--- src/rtl/glitch_filter_pkg.sv ---
// Shared constants and helpers for the multi-channel glitch filter.
package glitch_filter_pkg;

  // Default largest programmable stable width, in cycles.
  localparam int DEF_MAX_WIDTH = 15;

  // Ceiling log2, usable in constant expressions.
  function automatic int clog2(input int value);
    int r;
    r = 0;
    while ((1 << r) < value) begin
      r = r + 1;
    end
    return r;
  endfunction

  // Width of the configuration inputs and of each stability counter.
  localparam int CW = clog2(DEF_MAX_WIDTH + 1);

  // Effective width: 0 behaves like 1, anything above max_w saturates.
  function automatic int eff_width(input int cfg, input int max_w = DEF_MAX_WIDTH);
    if (cfg <= 0) begin
      return 1;
    end else if (cfg > max_w) begin
      return max_w;
    end
    return cfg;
  endfunction

endpackage

--- src/rtl/glitch_filter_chan.sv ---
// One filter channel: input synchroniser, stability counter and
// registered level / event outputs.
module glitch_filter_chan
  import glitch_filter_pkg::*;
#(
  parameter int MAX_WIDTH   = DEF_MAX_WIDTH,
  parameter int CNT_W       = CW,
  parameter int SYNC_STAGES = 2,
  parameter bit RESET_LEVEL = 1'b1
) (
  input  logic             CLK,
  input  logic             RST,
  input  logic [CNT_W-1:0] Cfg_Rise_Width,
  input  logic [CNT_W-1:0] Cfg_Fall_Width,
  input  logic             Sig_In,
  output logic             Sig_Out,
  output logic             Rise_Pulse,
  output logic             Fall_Pulse,
  output logic             Glitch_Pulse
);

  logic [SYNC_STAGES-1:0] r_sync;
  logic [CNT_W-1:0]       r_count;
  logic                   r_out;
  logic                   r_rise;
  logic                   r_fall;
  logic                   r_glitch;

  logic                   w_s;
  logic [CNT_W-1:0]       w_cfg;
  logic [CNT_W-1:0]       w_eff;

  // Synchronised level and the width that applies to the level being seen now.
  always_comb begin
    w_s   = r_sync[SYNC_STAGES-1];
    w_cfg = w_s ? Cfg_Rise_Width : Cfg_Fall_Width;
    w_eff = CNT_W'(eff_width(int'(w_cfg), MAX_WIDTH));
  end

  // Synchroniser shift, stability counting and edge/glitch decisions.
  always_ff @(posedge CLK) begin
    if (RST) begin
      r_sync   <= {SYNC_STAGES{RESET_LEVEL}};
      r_out    <= RESET_LEVEL;
      r_count  <= '0;
      r_rise   <= 1'b0;
      r_fall   <= 1'b0;
      r_glitch <= 1'b0;
    end else begin
      r_sync   <= {r_sync[SYNC_STAGES-2:0], Sig_In};
      r_rise   <= 1'b0;
      r_fall   <= 1'b0;
      r_glitch <= 1'b0;
      if (w_s == r_out) begin
        // Excursion collapsed before reaching the width: reject it.
        if (r_count != '0) begin
          r_count  <= '0;
          r_glitch <= 1'b1;
        end
      end else if (r_count >= (w_eff - CNT_W'(1))) begin
        // Stable long enough (>= so a shrunk width commits at once).
        r_out   <= w_s;
        r_count <= '0;
        r_rise  <= w_s;
        r_fall  <= ~w_s;
      end else begin
        // count stays below w_eff-1 <= MAX_WIDTH-1, so it cannot wrap.
        r_count <= r_count + CNT_W'(1);
      end
    end
  end

  assign Sig_Out      = r_out;
  assign Rise_Pulse   = r_rise;
  assign Fall_Pulse   = r_fall;
  assign Glitch_Pulse = r_glitch;

endmodule

--- src/rtl/glitch_filter_multi.sv ---
// Multi-channel deglitch/debounce filter; all channels share the
// run-time rise and fall widths.
module glitch_filter_multi
  import glitch_filter_pkg::*;
#(
  parameter int CHANNELS    = 2,
  parameter int MAX_WIDTH   = DEF_MAX_WIDTH,
  parameter int SYNC_STAGES = 2,
  parameter bit RESET_LEVEL = 1'b1,
  localparam int CNT_W      = clog2(MAX_WIDTH + 1)
) (
  input  logic                CLK,
  input  logic                RST,
  input  logic [CNT_W-1:0]    Cfg_Rise_Width,
  input  logic [CNT_W-1:0]    Cfg_Fall_Width,
  input  logic [CHANNELS-1:0] Sig_In,
  output logic [CHANNELS-1:0] Sig_Out,
  output logic [CHANNELS-1:0] Rise_Pulse,
  output logic [CHANNELS-1:0] Fall_Pulse,
  output logic [CHANNELS-1:0] Glitch_Pulse
);

  // One independent filter per input line.
  for (genvar gi = 0; gi < CHANNELS; gi++) begin : g_chan
    glitch_filter_chan #(
      .MAX_WIDTH   (MAX_WIDTH),
      .CNT_W       (CNT_W),
      .SYNC_STAGES (SYNC_STAGES),
      .RESET_LEVEL (RESET_LEVEL)
    ) u_chan (
      .CLK            (CLK),
      .RST            (RST),
      .Cfg_Rise_Width (Cfg_Rise_Width),
      .Cfg_Fall_Width (Cfg_Fall_Width),
      .Sig_In         (Sig_In[gi]),
      .Sig_Out        (Sig_Out[gi]),
      .Rise_Pulse     (Rise_Pulse[gi]),
      .Fall_Pulse     (Fall_Pulse[gi]),
      .Glitch_Pulse   (Glitch_Pulse[gi])
    );
  end

endmodule

--- config.mk ---
export PLATFORM = sky130hd
export DESIGN_NAME = glitch_filter_multi
export DESIGN_NICKNAME = d
export VERILOG_FILES = /design/src/rtl/glitch_filter_pkg.sv /design/src/rtl/glitch_filter_chan.sv /design/src/rtl/glitch_filter_multi.sv
export SDC_FILE = /design/constraint.sdc
export NUM_CORES = 1
export LEC_CHECK = 0
export CORE_ASPECT_RATIO = 0.6
export CORE_UTILIZATION = 40
export CTS_BUF_LIST = sky130_fd_sc_hd__clkbuf_8
export DETAILED_ROUTE_END_ITERATION = 16
export PLACE_DENSITY = 0.66
export REMOVE_ABC_BUFFERS = 1
export SLEW_MARGIN = 20
export SYNTH_ARGS = -nofsm -noshare
export SYNTH_HDL_FRONTEND = slang
export SYNTH_SLANG_ARGS = --single-unit
--- constraint.sdc ---
create_clock -name CLK -period 2.25 [get_ports CLK]
set_input_delay 0.45 -clock CLK [delete_from_list [all_inputs] [get_ports CLK]]
set_output_delay 0.45 -clock CLK [all_outputs]
set_load 0.005 [all_outputs]
-- Word level (Yosys, flattened, before mapping)
Cells that the tools add are included.
Widths: inputs -> output; s select.
- magnitude comparators: 4
- $add $sub $neg: 4
- bitwise operators: 6
- mux-type cells: 16
- equal/unequal tests: 4
- reductions and logical operators: 8
- operators with widths (operator ; count):
    $mux 4 ; 10
    $add 4x1->4 const B ; 2
    $ge 4x4->1 ; 2
    $le 4x1->1 const B ; 2
    $reduce_bool 4->1 ; 2
    $sub 4x1->4 const B ; 2
    $mux 1 ; 6
    $not 1->1 ; 6
    $reduce_or 3->1 ; 2
    $ne 2x2->1 const B ; 2
    $reduce_and 2->1 ; 2
    $reduce_or 2->1 ; 2
    $eq 1x1->1 ; 2
- logic and storage cells: 54
- output and inout bits: 8
- flip-flop bits (word level): 20

-- Longest topological paths before layout
- word-level depth: 8
- gate-level depth with buffers: 10
- mapped depth without buffers: 10

-- Modules after synthesis
Synthesis repeated with hierarchy kept, for this count alone.
- cells, all modules: 114
- area, all modules: 1128.6 um^2
- modules (own cells, without submodules) (module ; sequential area each (um^2) ; area an instance (um^2) ; cells an instance ; times used):
    glitch_filter_chan ; 200.2 ; 564.3 ; 57 ; 2

-- Worst setup path after synthesis
No wires, ideal clock.
- path kind: input port to flip-flop
- start point: input Cfg_Fall_Width[3]
- end point: register g_chan[1].u_chan.r_count[1]
- setup time: 128 ps
- required time: 2122 ps
- cell stages on the path: 10
- path buffers: 0
- path slack: 29 ps
- arrival time: 2093 ps
- cells stage by stage: nor3_1 > nor2_1 > mux2_2 > ha_1 > xor2_1 > ha_1 > o211ai_1 > o21a_1 > a32oi_1 > nor2_1
- word-level cells in the longest chain between the ends: 8
- elaborated cells between the ends (all ways): 9
- those cells by class: add/sub: 1; order compare: 2; mux: 6
- RTL lines (element ; RTL line ; text):
    from (decl) ; glitch_filter_multi.sv:15 ; input logic [CNT_W-1:0] Cfg_Fall_Width,
    $mux 4 * ; glitch_filter_chan.sv:36 ; w_cfg = w_s ? Cfg_Rise_Width : Cfg_Fall_Width;
    $le 4x1->1 ; glitch_filter_pkg.sv:22 ; if (cfg <= 0) begin
    $mux 1 ; glitch_filter_pkg.sv:22 ;
    $mux 4 * ; glitch_filter_pkg.sv:27 ; return cfg;
    $sub 4x1->4 * ; glitch_filter_chan.sv:60 ; end else if (r_count >= (w_eff - CNT_W'(1))) begin
    $ge 4x4->1 * ; glitch_filter_chan.sv:60 ;
    $mux 4 * ; glitch_filter_chan.sv:60 ;
    $mux 4 * ; glitch_filter_chan.sv:54 ; if (w_s == r_out) begin
    to (signal assigned) ; glitch_filter_chan.sv:68 ; r_count <= r_count + CNT_W'(1);
    to (decl) ; glitch_filter_chan.sv:23 ; logic [CNT_W-1:0] r_count;
Every way passes the cells marked *; elsewhere a longest branch is shown, timed or not.
A chain may end at the register's enable or synchronous reset.

-- Final worst setup path
- start point: input Cfg_Rise_Width[3]
- end point: register g_chan[0].u_chan.r_count[1]
- word-level cells in the longest chain between the ends: 8
- elaborated cells between the ends (all ways): 9
- those cells by class: add/sub: 1; order compare: 2; mux: 6
- RTL lines (element ; RTL line ; text):
    from (decl) ; glitch_filter_multi.sv:14 ; input logic [CNT_W-1:0] Cfg_Rise_Width,
    $mux 4 * ; glitch_filter_chan.sv:36 ;
    $le 4x1->1 ; glitch_filter_pkg.sv:22 ;
    $mux 1 ; glitch_filter_pkg.sv:22 ;
    $mux 4 * ; glitch_filter_pkg.sv:27 ;
    $sub 4x1->4 * ; glitch_filter_chan.sv:60 ;
    $ge 4x4->1 * ; glitch_filter_chan.sv:60 ;
    $mux 4 * ; glitch_filter_chan.sv:60 ;
    $mux 4 * ; glitch_filter_chan.sv:54 ;
    to (signal assigned) ; glitch_filter_chan.sv:68 ;
    to (decl) ; glitch_filter_chan.sv:23 ;
Marked as above.

==> impl_metrics.tcl <==
set metrics [dict create \
    yosysWarnings 0 \
    path_max_fanout 7 \
    final_area_um2 1490 \
    nets 166 \
    finalHoldViolCount 0 \
    grt_pass1_vias 872 \
    die_h_um 43.7 \
    io_pins 20 \
    cts_tree "done" \
    rows 14 \
    outcome "completed" \
    die_x_um 71.5 \
    rrSetupSlack_ns 0.13 \
    fin_util 0.569 \
    numCtsBuffers 3 \
    ys.flop_type "dfxtp_1" \
    gp_congestion 0.787 \
    ys_seq_area_frac 0.345 \
    fmax_mhz 465 \
    ys_seq_elements 20 \
    wl_um 2440 \
    port_buffers 19 \
    hold_class "reg2reg" \
    grt_max_degree 21 \
    synth_edf_count 0 \
    root_buffer "clkbuf_8" \
    n_antenna_cell 0 \
    crit_type "in2reg" \
    rsz0062_at_grt "true" \
    netlist_instances 120 \
    syn2layout_area_growth_pct 28.8 \
    mostFrequentLayoutCells "dfxtp_1 (20), ha_1 (12), clkdlybuf4s50_1 (11), a21oi_1 (8), buf_4 (8)" \
    worstPathRequired_ns 2.37 \
    drc 0 \
    final_common_cell "dfxtp_1" \
    placed_area_um2 1360 \
    synth_cell_types 28 \
    groute.usage.overall 0.165 \
    finalPower_uw 975 \
    hpwlAfterDp_um 1710 \
    overflow 0 \
    period_minus_slack_ns 2.15 \
    start_util 0.441 \
    skew_ns 0.000621 \
    h-tree-depth 1 \
    vias 881 \
    cts_sinks 20 \
    n_fill_cell 225 \
    slew_viol_final 0 \
    wl_per_cell_um 14.3 \
    end_kind "flop" \
    drv_cap 0 \
    final-setup-viol-count 0 \
    netlist_area_um2 1160 \
    die_area_um2 3130 \
    tns_ns 0 \
    clk_path_buf_depth 2 \
    async_reset_ff_frac 0 \
    fin_crit_sh 0.956 \
    grt_pass1_wl_um 3910 \
    clk_pin_slew_ns 0.08 \
    vdd_ir_drop_max_v 0.000368 \
    antenna_found_initial 0 \
    cp.arrival_ns 2.27 \
    vias_per_cell 5.15 \
    start_kind "primary input" \
    drt_iter0_markers 73 \
    power.density_nw_per_um2 653 \
    ant_nets 0 \
    clock_latency_ns 0.26 \
    cts_hold_buf 0 \
    coreArea_um2 2630 \
    worst_pin_slew_ns 0.730 \
    avgSynthCellArea_um2 9.67 \
    layout-drive-gt1-share 0.288 \
    p_leak_uw 0.000607 \
    relSlewSlack 0.512 \
    detail_route.first_pass.iterations 4 \
]
[area by class of cell]
| type | count | area, um2 | share of cell area |
|---|---|---|---|
| clock buffer | 3 | 41.3 | 0.0276 |
| timing repair buffer | 27 | 240 | 0.161 |
| inverter | 6 | 22.5 | 0.0151 |
| sequential | 20 | 400 | 0.268 |
| multi-input combinational | 82 | 719 | 0.482 |
| tap | 32 | 40.0 | 0.0268 |
| clock inverter | 1 | 30.0 | 0.0201 |
[metrics by stage]
step | hold WS [ns] | std cells | setup slack (ns)
global route | 0.425 | 171 | -0.0364
floorplan | 0.389 | 108 | 0.0406
finish | 0.413 | 171 | 0.0996
detailed placement | 0.395 | 167 | -0.598
global placement | 0.393 | 167 | -0.539
CTS | 0.415 | 171 | 0.00545
[flip-flops by register name, indices dropped and copies added, names as in the netlist]
register                    count
g_chan.u_chan.Rise_Pulse        2
g_chan.u_chan.Fall_Pulse        2
g_chan.u_chan.r_count           8
g_chan.u_chan.Glitch_Pulse      2
g_chan.u_chan.Sig_Out           2
g_chan.u_chan.r_sync            4
[critical path: stages]
cell	delay [ns]
buf_8	0.10
nor3_4	0.17
nor2_2	0.06
mux2_4	0.29
ha_4	0.17
xor2_2	0.16
ha_1	0.28
o211ai_1	0.08
o21a_2	0.25
a32oi_1	0.20
nor2_1	0.06
[final timing paths]
| kind | from | endpoint | cells after the start |
|---|---|---|---|
| setup / recovery | Cfg_Rise_Width[3] | g_chan[0].u_chan.r_count[1] | 11 |
| setup reg to reg | g_chan[1].u_chan.r_sync[1] | g_chan[1].u_chan.r_count[2] | 8 |
| hold / removal | g_chan[0].u_chan.r_sync[0] | g_chan[0].u_chan.r_sync[1] | 1 |
| hold reg to reg | g_chan[0].u_chan.r_sync[0] | g_chan[0].u_chan.r_sync[1] | 1 |
[Yosys cell counts (4+ instances only)]
library cell / instances / area (um2)
a21oi_1: 8 / 40.0
xor2_1: 4 / 35.0
ha_1: 14 / 175
mux2i_1: 4 / 40.0
nand3_1: 4 / 20.0
buf_4: 8 / 60.1
nor3_1: 6 / 30.0
nor2_1: 8 / 30.0
dfxtp_1: 20 / 400
nand2_1: 4 / 15.0
inv_1: 6 / 22.5
or2_2: 4 / 25.0
[layer usage]
metal  track usage  wire length [um]
met1         0.221              1210
met5             0                 0
met3        0.0512               129
met4        0.0235                 8
met2         0.272              1100
[where the power goes]
group | switching, uW | total, uW | internal, uW
clock | 122 | 360 | 237
sequential | 18.3 | 392 | 374
combinational | 108 | 224 | 115
total | 249 | 975 | 726
[logic make-up (layout without fill, tap and decap cells)]
kind of cell,count (synthesis),count (layout),synth area share
adders and majority gates,14,14,0.151
buffers and inverters,18,37,0.0971
and+or+nand+nor,34,34,0.168
AOI/OAI and AO/OA,20,20,0.111
muxes,6,6,0.0539
xor gates and xnor gates,8,8,0.0734
DFF,20,20,0.345
[repair_timing]
action                                 CTS  global route
pin swaps                               10             8
resized for setup                       23            21
endpoints found under the hold margin    0             0
setup endpoints to repair               14            14
gates cloned                             0             0
setup buffers                            0             0
(Power assumes the default switching activity.)
